===== src/rtl/player_step_ctrl_if.sv =====
// rtl/player_step_ctrl_if.sv - button, block-flag and player-position bundle for player_step_ctrl
interface player_step_ctrl_if #(
  parameter int NRECT = 8
);
  logic [3:0]       btns;
  logic [NRECT-1:0] up_block;
  logic [NRECT-1:0] down_block;
  logic [NRECT-1:0] left_block;
  logic [NRECT-1:0] right_block;
  logic [9:0]       player_hPos;
  logic [9:0]       player_vPos;
  logic             moving;
  logic             blocked;
  logic [15:0]      step_count;

  modport master (
    output btns, up_block, down_block, left_block, right_block,
    input  player_hPos, player_vPos, moving, blocked, step_count
  );

  modport slave (
    input  btns, up_block, down_block, left_block, right_block,
    output player_hPos, player_vPos, moving, blocked, step_count
  );
endinterface


===== src/rtl/player_step_ctrl.sv =====
// rtl/player_step_ctrl.sv - one-direction-at-a-time player stepper with settle, collision check and auto-repeat
module player_step_ctrl #(
  parameter int NRECT   = 8,
  parameter int PWIDTH  = 12,
  parameter int PHEIGHT = 12,
  parameter int HMAX    = 640,
  parameter int VMAX    = 480,
  parameter int SETTLE  = 2,
  parameter int REPEAT  = 16,
  parameter int H_INIT  = 0,
  parameter int V_INIT  = 0
) (
  input  logic                btnClk,
  input  logic                rst,
  player_step_ctrl_if.slave   bus
);

  localparam int CMAX = (SETTLE > REPEAT) ? SETTLE : REPEAT;
  localparam int CW   = (CMAX > 1) ? $clog2(CMAX) : 1;

  localparam logic [CW-1:0] SETTLE_LD = CW'(SETTLE - 1);
  localparam logic [CW-1:0] REPEAT_LD = CW'(REPEAT - 1);
  localparam logic [9:0]    H_LAST    = 10'(HMAX - PWIDTH);
  localparam logic [9:0]    V_LAST    = 10'(VMAX - PHEIGHT);
  localparam logic [9:0]    H_RST     = 10'(H_INIT);
  localparam logic [9:0]    V_RST     = 10'(V_INIT);

  typedef enum logic [1:0] {
    S_IDLE,
    S_SETTLE,
    S_MOVE,
    S_HOLD
  } state_t;

  state_t        r_state;
  logic [3:0]    r_dir;
  logic [CW-1:0] r_cnt;
  logic [9:0]    r_h_pos;
  logic [9:0]    r_v_pos;
  logic          r_moving;
  logic          r_blocked;
  logic [15:0]   r_step_count;

  logic       w_btn_onehot;
  logic       w_dir_blocked;
  logic [9:0] w_h_next;
  logic [9:0] w_v_next;

  assign w_btn_onehot = (bus.btns == 4'd8) || (bus.btns == 4'd4) ||
                        (bus.btns == 4'd2) || (bus.btns == 4'd1);

  always_comb begin
    w_dir_blocked = 1'b0;
    case (r_dir)
      4'd8:    w_dir_blocked = |bus.up_block;
      4'd4:    w_dir_blocked = |bus.down_block;
      4'd2:    w_dir_blocked = |bus.right_block;
      4'd1:    w_dir_blocked = |bus.left_block;
      default: w_dir_blocked = 1'b0;
    endcase
  end

  // Edges of the playfield wrap to the opposite side.
  always_comb begin
    w_h_next = r_h_pos;
    w_v_next = r_v_pos;
    case (r_dir)
      4'd8:    w_v_next = (r_v_pos == 10'd0)   ? V_LAST : r_v_pos - 10'd1;
      4'd4:    w_v_next = (r_v_pos == V_LAST)  ? 10'd0  : r_v_pos + 10'd1;
      4'd2:    w_h_next = (r_h_pos == H_LAST)  ? 10'd0  : r_h_pos + 10'd1;
      4'd1:    w_h_next = (r_h_pos == 10'd0)   ? H_LAST : r_h_pos - 10'd1;
      default: begin
        w_h_next = r_h_pos;
        w_v_next = r_v_pos;
      end
    endcase
  end

  always_ff @(posedge btnClk or posedge rst) begin
    if (rst) begin
      r_state      <= S_IDLE;
      r_dir        <= 4'd0;
      r_cnt        <= '0;
      r_h_pos      <= H_RST;
      r_v_pos      <= V_RST;
      r_moving     <= 1'b0;
      r_blocked    <= 1'b0;
      r_step_count <= 16'd0;
    end else begin
      r_blocked <= 1'b0;
      case (r_state)
        S_IDLE: begin
          if (w_btn_onehot) begin
            r_dir    <= bus.btns;
            r_cnt    <= SETTLE_LD;
            r_state  <= S_SETTLE;
            r_moving <= 1'b1;
          end
        end
        S_SETTLE: begin
          if (bus.btns != r_dir) begin
            r_state  <= S_IDLE;
            r_moving <= 1'b0;
          end else if (r_cnt == '0) begin
            r_state <= S_MOVE;
          end else begin
            r_cnt <= r_cnt - 1'b1;
          end
        end
        // Block flags are only trusted here, after the settle window.
        S_MOVE: begin
          if (w_dir_blocked) begin
            r_blocked <= 1'b1;
          end else begin
            r_h_pos      <= w_h_next;
            r_v_pos      <= w_v_next;
            r_step_count <= r_step_count + 16'd1;
          end
          r_cnt   <= REPEAT_LD;
          r_state <= S_HOLD;
        end
        S_HOLD: begin
          if (bus.btns != r_dir) begin
            r_state  <= S_IDLE;
            r_moving <= 1'b0;
          end else if (r_cnt == '0) begin
            r_cnt   <= SETTLE_LD;
            r_state <= S_SETTLE;
          end else begin
            r_cnt <= r_cnt - 1'b1;
          end
        end
        default: begin
          r_state  <= S_IDLE;
          r_moving <= 1'b0;
        end
      endcase
    end
  end

  assign bus.player_hPos = r_h_pos;
  assign bus.player_vPos = r_v_pos;
  assign bus.moving      = r_moving;
  assign bus.blocked     = r_blocked;
  assign bus.step_count  = r_step_count;

endmodule


===== src/flat_wrapper.sv =====
// flat-port wrapper written by rule: the top's interface ports become plain ports
module player_step_ctrl_flat 
#(
  parameter int NRECT   = 8,
  parameter int PWIDTH  = 12,
  parameter int PHEIGHT = 12,
  parameter int HMAX    = 640,
  parameter int VMAX    = 480,
  parameter int SETTLE  = 2,
  parameter int REPEAT  = 16,
  parameter int H_INIT  = 0,
  parameter int V_INIT  = 0
)
  (btnClk, rst, bus_btns, bus_up_block, bus_down_block, bus_left_block, bus_right_block, bus_player_hPos, bus_player_vPos, bus_moving, bus_blocked, bus_step_count);
  player_step_ctrl_if #(.NRECT(NRECT)) bus_i ();
  input  logic btnClk;
  input  logic rst;
  input wire logic [$bits(bus_i.btns)-1:0] bus_btns;
  input wire logic [$bits(bus_i.up_block)-1:0] bus_up_block;
  input wire logic [$bits(bus_i.down_block)-1:0] bus_down_block;
  input wire logic [$bits(bus_i.left_block)-1:0] bus_left_block;
  input wire logic [$bits(bus_i.right_block)-1:0] bus_right_block;
  output wire logic [$bits(bus_i.player_hPos)-1:0] bus_player_hPos;
  output wire logic [$bits(bus_i.player_vPos)-1:0] bus_player_vPos;
  output wire logic [$bits(bus_i.moving)-1:0] bus_moving;
  output wire logic [$bits(bus_i.blocked)-1:0] bus_blocked;
  output wire logic [$bits(bus_i.step_count)-1:0] bus_step_count;
  assign bus_i.btns = bus_btns;
  assign bus_i.up_block = bus_up_block;
  assign bus_i.down_block = bus_down_block;
  assign bus_i.left_block = bus_left_block;
  assign bus_i.right_block = bus_right_block;
  assign bus_player_hPos = bus_i.player_hPos;
  assign bus_player_vPos = bus_i.player_vPos;
  assign bus_moving = bus_i.moving;
  assign bus_blocked = bus_i.blocked;
  assign bus_step_count = bus_i.step_count;
  player_step_ctrl #(.NRECT(NRECT), .PWIDTH(PWIDTH), .PHEIGHT(PHEIGHT), .HMAX(HMAX), .VMAX(VMAX), .SETTLE(SETTLE), .REPEAT(REPEAT), .H_INIT(H_INIT), .V_INIT(V_INIT)) u_core (.btnClk(btnClk), .rst(rst), .bus(bus_i));
endmodule

===== config.mk =====
export PLATFORM = sky130hd
export DESIGN_NAME = player_step_ctrl_flat
export DESIGN_NICKNAME = d
export VERILOG_FILES = /design/src/rtl/player_step_ctrl_if.sv /design/src/rtl/player_step_ctrl.sv /design/src/flat_wrapper.sv
export SDC_FILE = /design/constraint.sdc
export NUM_CORES = 1
export LEC_CHECK = 0
export CAP_MARGIN = 25
export CORE_ASPECT_RATIO = 1.1
export CORE_MARGIN = 5
export CORE_UTILIZATION = 51
export DETAILED_ROUTE_END_ITERATION = 8
export HOLD_SLACK_MARGIN = 0.02
export PLACE_DENSITY = 0.84
export RECOVER_POWER = 25
export SYNTH_ARGS = -nofsm -noshare
export SYNTH_HDL_FRONTEND = slang
export SYNTH_SLANG_ARGS = --single-unit

===== constraint.sdc =====
create_clock -name btnClk -period 2.5 [get_ports btnClk]
set_clock_uncertainty 0.05 [all_clocks]
set_input_delay 0.625 -clock btnClk [delete_from_list [all_inputs] [get_ports btnClk]]
set_output_delay 0.625 -clock btnClk [all_outputs]
set_load 0.05 [all_outputs]

==> key figures <==
Power
  • Leakage power: 1.91 nW
  • PwrDens: 824 nW/µm²
  • Maximum vdd drop: 0.000649 V

Critical path
  • Critical-path maximum fanout: 5
  • Launch point of the worst reg-to-reg path: u_core.r_dir[1]
  • CP bufs+invs: 1
  • Slowest stage delay, CP: 0.57 ns
  • WP data arrival: 2.64 ns
  • Most used cell along the critical path: or4_4
  • Critical path, cell by cell: clkdlybuf4s50_1, nor4_2, a21oi_2, or4_4, or4_4, xnor2_2
  • Worst Setup End Kind: flop
  • Family with the most delay on the worst path: simple AND/OR/NAND/NOR gates
  • R2R Setup Slk: 0.10 ns
  • Critical-path top delay cell: or4_4
  • Number of stages on the worst setup path: 6
  • Critical setup path kind: in2reg
  • R2R cell count: 5
  • CP required: 2.64 ns
  • Critical path startpoint category: primary input
  • Worst R2R End: u_core.bus.player_hPos[8]

Hold path
  • WHS Path Cells: 1
  • HP Class: reg2reg
  • Hold path start: u_core.bus.step_count[15]
  • Hold endpoint: u_core.bus.step_count[15]

Synth
  • Synthesized cell area: 3320 µm²
  • Distinct cells, synth: 65
  • Syn_nets: 407
  • Prevailing post-synth register cell: dfrtp_1
  • Synth warn: 0
  • Post-synth EDFFs: 0
  • Register area share after synthesis: 36.2%
  • Synth Register Bits: 48
  • Avg Cell Area, Syn: 9.17 µm²
  • Mapped Cells: 362
  • Async S/R FF share, synth: 100%

Routing
  • DR WL met2: 4800 µm
  • Vias per std cell: 6.43
  • Iter 0 DRT Violations: 289
  • DRT antenna net count: 0
  • First drt pass iteration count: 5
  • DRC viols: 0
  • M1 WL: 3810 µm
  • WL met3: 731 µm
  • Drt wl/cell: 18.0 µm
  • Via count: 3408
  • Routed WL: 9550 µm
  • DR top layer: met4

Global routing
  • Initial antenna violation count: 0
  • Grt total ovfl: 0
  • Largest net degree at the start of global routing: 31
  • First-pass GRT wire length: 15400 µm
  • Vias in the first global route: 3246
  • Tot GR Track Use: 23.4%

STA
  • WHS: 0.419 ns
  • Final setup viols: 0
  • Max-slew headroom: 48.9%
  • Post-route minimum period: 2.49 ns
  • F_max: 0.401 GHz
  • Worst-margin pin slew: 0.767 ns
  • Final Max Tran Viols: 0
  • Setup WS post-layout: 0.00562 ns
  • Post-route setup TNS: 0 ns
  • Count of final hold-check violations: 0
  • Final worst path period share: 99.8%

Cells and area
  • N_diodes: 0
  • Layout cell share with drive strength beyond 1: 16.0%
  • Nets: 495
  • # fillers: 481
  • Synth-to-Final Area Change: 34.2%

Clock tree
  • H-tree Lvls: 2
  • CTS Buffer Depth: 2
  • Clock-pin slew on the worst setup and hold paths: 0.09 ns
  • CTS sink count: 48
  • Root buffer cell: clkbuf_8
  • CTS Buf Count: 5
  • Clock Latency Late Sink: 0.30 ns
  • CTS tree: yes

Place
  • Post-DP HPWL: 6820 µm
  • Place WS: -0.442 ns
  • Number of I/O port buffers: 75
  • Final GP Congestion: 0.928

Floorplanning
  • I/O pin count: 76
  • Starting density of the core: 53.0%
  • Core box area: 6270 µm²
  • Die width: 86.9 µm
  • Num rows: 30
  • Die area: 8230 µm²
  • Die Y: 94.6 µm

Run
  • Max-cap violations: 0

Status
  • Outcome: completed
worst max-delay path by stage:
stage          slack, ns                   endpoint         startpoint
2_1_floorplan       0.07  u_core.bus.step_count[12]  bus_down_block[1]
3_3_place_gp       -0.37  u_core.bus.step_count[12]  bus_down_block[5]
3_5_place_dp       -0.44  u_core.bus.step_count[12]    bus_up_block[5]
4_1_cts            0.004  u_core.bus.step_count[12]    bus_up_block[0]
5_1_grt            -0.01  u_core.bus.step_count[12]  bus_down_block[1]
6_report           0.006  u_core.bus.step_count[12]  bus_down_block[1]
registers in the layout, summed over array words and instances, names as in the netlist, named ones only:
| register | flops |
|---|---|
| u_core.bus.blocked | 1 |
| u_core.bus.moving | 1 |
| u_core.bus.player_hPos | 10 |
| u_core.bus.player_vPos | 10 |
| u_core.bus.step_count | 16 |
| u_core.r_cnt | 4 |
| u_core.r_dir | 4 |
| u_core.r_state | 1 |
kinds of logic (layout without fill, tap and decap cells):
family	count (synthesis)	after routing	synth area share (%)
simple gates	132	132	25.1
compound gates	108	108	22.3
flops	48	48	36.2
buf+inv	37	125	4.82
xor+xnor	21	21	5.99
mux	9	9	2.94
fa+ha+maj	7	7	2.64
through the flow:
stage / area [µm²] / total power, mW / utilization, % / cells
2_1_floorplan: 3320 / 2.46 / - / 362
3_3_place_gp: 4290 / 3.09 / 68.4 / 522
3_5_place_dp: 4290 / 3.14 / 68.4 / 522
4_1_cts: 4380 / 3.63 / 69.9 / 530
5_1_grt: 4460 / 3.91 / 71.1 / 530
6_report: 4460 / 3.67 / 71.1 / 530
cells in the mapped netlist (5+ instances only):
cell | instances | area, µm²
o31ai_1 | 7 | 52.6
xnor2_1 | 12 | 105
nand2_1 | 21 | 78.8
and3_1 | 8 | 50.1
nor4_2 | 7 | 87.6
o22ai_1 | 6 | 37.5
mux2_2 | 5 | 56.3
ha_1 | 7 | 87.6
nor3_1 | 10 | 50.1
nand3_1 | 17 | 85.1
nor4_1 | 11 | 68.8
nor2_1 | 14 | 52.6
nand4_1 | 8 | 50.1
xor2_1 | 7 | 61.3
dfrtp_1 | 48 | 1200
inv_1 | 14 | 52.6
a21oi_1 | 17 | 85.1
a41oi_1 | 7 | 61.3
a31oi_1 | 22 | 138
a22oi_1 | 8 | 60.1
o21ai_0 | 15 | 75.1
clkbuf_1 | 15 | 56.3
repair_timing:
| item | CTS | global route |
|---|---|---|
| buffers inserted | 1 | 0 |
| endpoints found under the setup margin | 9 | 18 |
| pin swaps | 12 | 14 |
| resized for setup | 16 | 22 |
| hold buffers | 0 | 0 |
final cells by class:
type,instances,area (µm²),area share [%]
Multi-Input combinational cell,277,2040,45.7
Tap cell,80,100,2.25
Clock buffer,5,68.8,1.54
Timing Repair Buffer,104,986,22.1
Clock inverter,2,12.5,0.281
Sequential cell,48,1200,27.0
Inverter,14,52.6,1.18
where the power goes:
| part | leakage (nW) | switching [mW] | internal (mW) | total, mW |
|---|---|---|---|---|
| clock | 0.0400 | 0.270 | 0.190 | 0.460 |
| sequential | 0.621 | 0.251 | 0.930 | 1.18 |
| combinational | 1.25 | 1.20 | 0.837 | 2.03 |
placed cells by master, fill, tap and decap left out, types with 3 or more instances in the layout:
| master | n |
|---|---|
| o31ai_2 | 3 |
| a22o_1 | 3 |
| nor2_1 | 14 |
| a21oi_1 | 14 |
| clkbuf_8 | 5 |
| nand4_1 | 8 |
| inv_1 | 14 |
| ha_1 | 7 |
| a22oi_1 | 8 |
| dfrtp_1 | 48 |
| xor2_1 | 7 |
| nor4_1 | 5 |
| nand3_1 | 17 |
| a31oi_1 | 22 |
| nand2_1 | 21 |
| or3_1 | 4 |
| a41oi_1 | 7 |
| buf_4 | 26 |
| dlygate4sd2_1 | 12 |
| clkdlybuf4s50_1 | 51 |
| o21ai_0 | 15 |
| nor3_1 | 10 |
| nor4_2 | 11 |
| or4b_1 | 4 |
| o31ai_1 | 5 |
| mux2i_1 | 3 |
| nor4_4 | 3 |
| dlymetal6s2s_1 | 11 |
| nand3b_1 | 4 |
| a21oi_2 | 4 |
| and3_1 | 8 |
| mux2_2 | 5 |
| nor4b_1 | 4 |
| o22ai_1 | 6 |
| o21a_1 | 3 |
| xnor2_1 | 12 |
| and4_1 | 4 |
metal layers:
layer	up-vias	GRT usage [%]
li1	1593	-
met1	1636	29.2
met2	155	40.3
met3	24	4.28
met4	0	7.66
met5	-	0
Note: power is estimated with default switching activity, not from simulation.
